<file path="src/rtl/sample_print_scheduler.sv">
// Periodic print scheduler: latches the newest sample and hands it to the
// ASCII converter/printer once per period. Option: SCHED_REPEAT_LAST_EN.
module sample_print_scheduler #(
  parameter int PERIOD_CYCLES = 100_000_000,
  parameter int CONV_LATENCY  = 2
) (
  input  logic        clk,
  input  logic        reset,
  input  logic        sample_valid,
  input  logic [13:0] sample_X,
  input  logic [13:0] sample_Y,
  input  logic [13:0] sample_Z,
  input  logic [19:0] sample_T,
  input  logic        print_busy,
  output logic [13:0] bin_X,
  output logic [13:0] bin_Y,
  output logic [13:0] bin_Z,
  output logic [19:0] bin_T,
  output logic        data_ready_for_printing,
  output logic        sched_busy,
  output logic [7:0]  skip_count
);

  localparam int CW = $clog2(PERIOD_CYCLES);
  localparam logic [CW-1:0] LAST = CW'(PERIOD_CYCLES - 1);
  localparam logic [3:0] CONV_LAST = 4'(CONV_LATENCY - 1);

  typedef enum logic [2:0] {
    IDLE, LOAD, CONVERT, PRINT_REQ, WAIT_PRINT
  } state_t;

  state_t state, state_nx;
  logic [CW-1:0] period_cnt;
  logic tick;
  logic held_valid;
  logic [61:0] hold;
  logic [61:0] bin_all;
  logic [3:0] conv_cnt;
  logic wait_first;
  logic start_ok;

  assign tick = (period_cnt == LAST);
  assign sched_busy = (state != IDLE);
  assign {bin_X, bin_Y, bin_Z, bin_T} = bin_all;

`ifdef SCHED_REPEAT_LAST_EN
  // Remembers that bin_* hold a real sample worth reprinting.
  logic loaded_once;

  always_ff @(posedge clk or posedge reset) begin
    if (reset)
      loaded_once <= 1'b0;
    else if (state == LOAD)
      loaded_once <= 1'b1;
  end

  assign start_ok = held_valid | loaded_once;
`else
  assign start_ok = held_valid;
`endif

  always_ff @(posedge clk or posedge reset) begin
    if (reset)
      period_cnt <= '0;
    else if (tick)
      period_cnt <= '0;
    else
      period_cnt <= period_cnt + CW'(1);
  end

  always_ff @(posedge clk or posedge reset) begin
    if (reset) begin
      held_valid <= 1'b0;
      hold       <= '0;
    end else if (sample_valid) begin
      held_valid <= 1'b1;
      hold       <= {sample_X, sample_Y, sample_Z, sample_T};
    end else if (state == LOAD) begin
      held_valid <= 1'b0;
    end
  end

  // Without a fresh sample in LOAD the old bin_* are reprinted as-is.
  always_ff @(posedge clk or posedge reset) begin
    if (reset)
      bin_all <= '0;
    else if (state == LOAD && held_valid)
      bin_all <= hold;
  end

  always_ff @(posedge clk or posedge reset) begin
    if (reset)
      skip_count <= '0;
    else if (tick && state != IDLE && skip_count != 8'hFF)
      skip_count <= skip_count + 8'd1;
  end

  always_ff @(posedge clk or posedge reset) begin
    if (reset) begin
      state      <= IDLE;
      conv_cnt   <= '0;
      wait_first <= 1'b0;
    end else begin
      state      <= state_nx;
      conv_cnt   <= (state == CONVERT) ? conv_cnt + 4'd1 : 4'd0;
      wait_first <= (state == PRINT_REQ);
    end
  end

  always_comb begin
    state_nx = state;
    data_ready_for_printing = 1'b0;
    unique case (state)
      IDLE:
        if (tick && start_ok)
          state_nx = LOAD;
      LOAD:
        state_nx = CONVERT;
      CONVERT:
        if (conv_cnt == CONV_LAST)
          state_nx = PRINT_REQ;
      PRINT_REQ:
        if (!print_busy) begin
          data_ready_for_printing = 1'b1;
          state_nx = WAIT_PRINT;
        end
      WAIT_PRINT:
        if (!wait_first && !print_busy)
          state_nx = IDLE;
      default:
        state_nx = IDLE;
    endcase
  end

endmodule

</file>
<file path="config.mk">
export PLATFORM = sky130hd
export DESIGN_NAME = sample_print_scheduler
export DESIGN_NICKNAME = d
export VERILOG_FILES = /design/src/rtl/sample_print_scheduler.sv
export SDC_FILE = /design/constraint.sdc
export NUM_CORES = 1
export LEC_CHECK = 0
export BUFFER_PORTS_ARGS = -buffer_cell sky130_fd_sc_hd__buf_4
export CAP_MARGIN = 5
export CORE_ASPECT_RATIO = 0.8
export CORE_MARGIN = 2
export CORE_UTILIZATION = 50
export CTS_CLUSTER_DIAMETER = 150
export DETAILED_ROUTE_END_ITERATION = 12
export PLACE_DENSITY = 0.72
export SKIP_CTS_REPAIR_TIMING = 1
export SLEW_MARGIN = 10
export SYNTH_ARGS = -nofsm -noshare
export SYNTH_HDL_FRONTEND = slang
export SYNTH_SLANG_ARGS = --single-unit
</file>
<file path="constraint.sdc">
create_clock -name clk -period 8.9 [get_ports clk]
set_input_delay 0 -clock clk [delete_from_list [all_inputs] [get_ports clk]]
set_output_delay 0 -clock clk [all_outputs]
set_load 0.1 [all_outputs]
</file>
==> impl_metrics.json <==
{
  "ys_ff_latch": 168,
  "synth_nets": 533,
  "powerDensity_mw_per_mm2": 381.8,
  "worst_pin_slew_ps": 940.9,
  "num-nets-final": 738,
  "instances_no_fill": 856,
  "drt_iter0_drc": 218,
  "setup_slack_ps": 6635,
  "max_freq_ghz": 0.4414,
  "worst_ep_arrival_time_ps": 2560,
  "cts_root_buf": "clkbuf_16",
  "slew_headroom_pct": 36.69,
  "num_rows": 37,
  "post-place-ws_ps": 6635,
  "grt_pass1_wl_um": 21480,
  "worstSetupStartpointType": "register",
  "die_x_um": 132.8,
  "rsz0062_at_grt": "false",
  "finalCritPeriodShare_pct": 25.45,
  "grt_use_total_pct": 19.36,
  "place_inst": 760,
  "grt_max_degree": 93,
  "drive_gt1_share_pct": 44.05,
  "synth.largest_area_cell": "dfrtp_1",
  "synth_top_area_share_pct": 63.32,
  "port_buffers": 137,
  "antennaDiodeCount": 0,
  "max_cap_viol_count": 0,
  "ioPinCount": 138,
  "crit_start": "period_cnt[0]$_DFF_PP0_",
  "syn_to_final_growth_pct": 36.69,
  "dieArea_mm2": 0.01422,
  "grt_overflow": 0,
  "r2r-start": "period_cnt[0]$_DFF_PP0_",
  "fin_worst_skew_ps": 10.75,
  "setup_viol": 0,
  "antenna_found_initial": 0,
  "wl_per_cell_um": 16.50,
  "finalHoldViolCount": 0,
  "die_h_um": 107.1,
  "dpl-instance-area_mm2": 0.007834,
  "worstPathMaxFanout": 17,
  "final_common_cell": "dfrtp_1",
  "fp.coreArea_mm2": 0.01292,
  "tns_ps": 0,
  "crit_type": "register to register",
  "numCtsBuffers": 17,
  "peakVddDrop_v": 0.0003016,
  "clk-insertion-delay-late_ps": 420,
  "clk_pin_slew_worst_paths_ps": 60,
  "vias_per_cell": 5.036,
  "fin_crit_ps": 2265,
  "firstDrtPassIters": 4,
  "htree_levels": 4,
  "cts.sinks": 168,
  "drv_slew": 0,
  "drcViolationCount": 0,
  "cts_tree": "yes",
  "yosysWarnings": 0,
  "met1_usage_pct": 23.33,
  "busiest_layer": "met2",
  "status": "complete, no violations",
  "netlist-cell-type-count": 34,
  "fillCellCount": 863,
  "grtUsageMet3_pct": 7.991,
  "critPathRequiredTime_ps": 9200,
  "finalWeightedCongestion": 0.8538,
  "grtUsageMet2_pct": 32.20,
  "setup.worst_path.end_class": "register",
  "cts_buffer_depth": 2,
  "fin_area_mm2": 0.009075,
  "synth_area_per_cell_um2": 14.34,
  "yosysSeqAreaShare_pct": 63.32,
  "final_cell_mix": "168 x dfrtp_1, 139 x buf_4, 124 x mux2_2, 64 x dlygate4sd3_1, 29 x nor2_1",
  "initial_core_util_pct": 51.40,
  "postRouteAntennaNets": 0,
  "leakagePower_nw": 4.190,
  "synth.top_cells.by_area": "dfrtp_1 63%, mux2_2 21%, xor2_1 2.2%",
  "wirelength_um": 14120,
  "synthCells": 463,
  "netlist_area_mm2": 0.006639,
  "hold_class": "input pin to async pin",
  "vias": 4311,
  "dp_hpwl_um": 8710,
  "grt_pass1_vias": 4373
}
## final cells by class
type / count / area (um2) / area share, %
clock inverter: 13 / 153.9 / 1.696
tap: 175 / 219.0 / 2.413
clock buffer: 19 / 442.9 / 4.881
sequential: 168 / 4204 / 46.33
timing repair buffer: 204 / 1695 / 18.68
inverter: 3 / 16.27 / 0.1792
multi-input combinational: 274 / 2344 / 25.82
## critical path, cell delays in order, from the launching register on
cell     delay [ps]
dfrtp_1         390
ha_1            240
and4_1          230
nand2_1         100
nor4_4          480
buf_4           310
nand2_2          90
mux2_1          310
## stage by stage
stage / total power [mW] / hold slack, ps / utilization, %
finish: 3.465 / 282.9 / 70.26
global route: 3.591 / 303.3 / 70.26
CTS: 3.464 / -285.8 / 65.27
detailed placement: 2.719 / 169.2 / 60.65
global placement: 2.691 / 154.2 / 60.65
floorplan: 2.365 / 151.7 / -
## cells in the mapped netlist (all sizes together)
cell and count:
o21a 1, nand2 18, inv 3, and2 2, nor2b 2, mux2 125, or4 1, nor3 1
and4 1, nor4 5, or3 1, xnor2 16, xor2 17, nand3 16, nand3b 1, a22o 1
buf 9, nor2 29, o21ai 2, nand2b 2, and3 12, a21o 1, a21oi 1, nand4 12
o211ai 1, dfrtp 168, and3b 2, ha 4, clkbuf 9
## state kept, by name, summed over array words and instances, names as in the netlist
| signal | cells |
|---|---|
| bin_all | 62 |
| conv_cnt | 4 |
| held_valid | 1 |
| hold | 62 |
| period_cnt | 27 |
| skip_count | 8 |
| state | 3 |
| wait_first | 1 |
## report_power, final
part	switching (mW)	internal (mW)	total [mW]
sequential	0.108	0.948	1.06
combinational	1.28	0.392	1.67
clock	0.292	0.446	0.738
## per-layer routing
metal / routed length [um] / vias to the layer above
met1: 5977 / 2162
met4: 193 / 0
met2: 7095 / 117
li1: - / 2017
met3: 855 / 15
met5: 0 / -
## final timing paths
check,slack [ps],depth (start not counted),to
min in group clk,310,2,held_valid$_DFFE_PP0P_
setup reg to reg,6630,7,skip_count[1]$_DFFE_PP0P_
hold / removal,280,3,bin_all[27]$_DFFE_PP0P_
setup / recovery,6630,7,skip_count[1]$_DFFE_PP0P_
max in group asynchronous,7400,4,bin_all[14]$_DFFE_PP0P_
hold reg to reg,490,1,skip_count[5]$_DFFE_PP0P_
## kinds of logic after synthesis
group           Yosys count  synth area share, %
compound gates            7               0.6974
xor+xnor                 33                4.353
fa+ha+maj                 4               0.7539
buf+inv                  21                1.395
flops                   168                63.32
mux                     125                21.20
simple gates            105                8.274
Note: power is estimated with default switching activity, not from simulation.
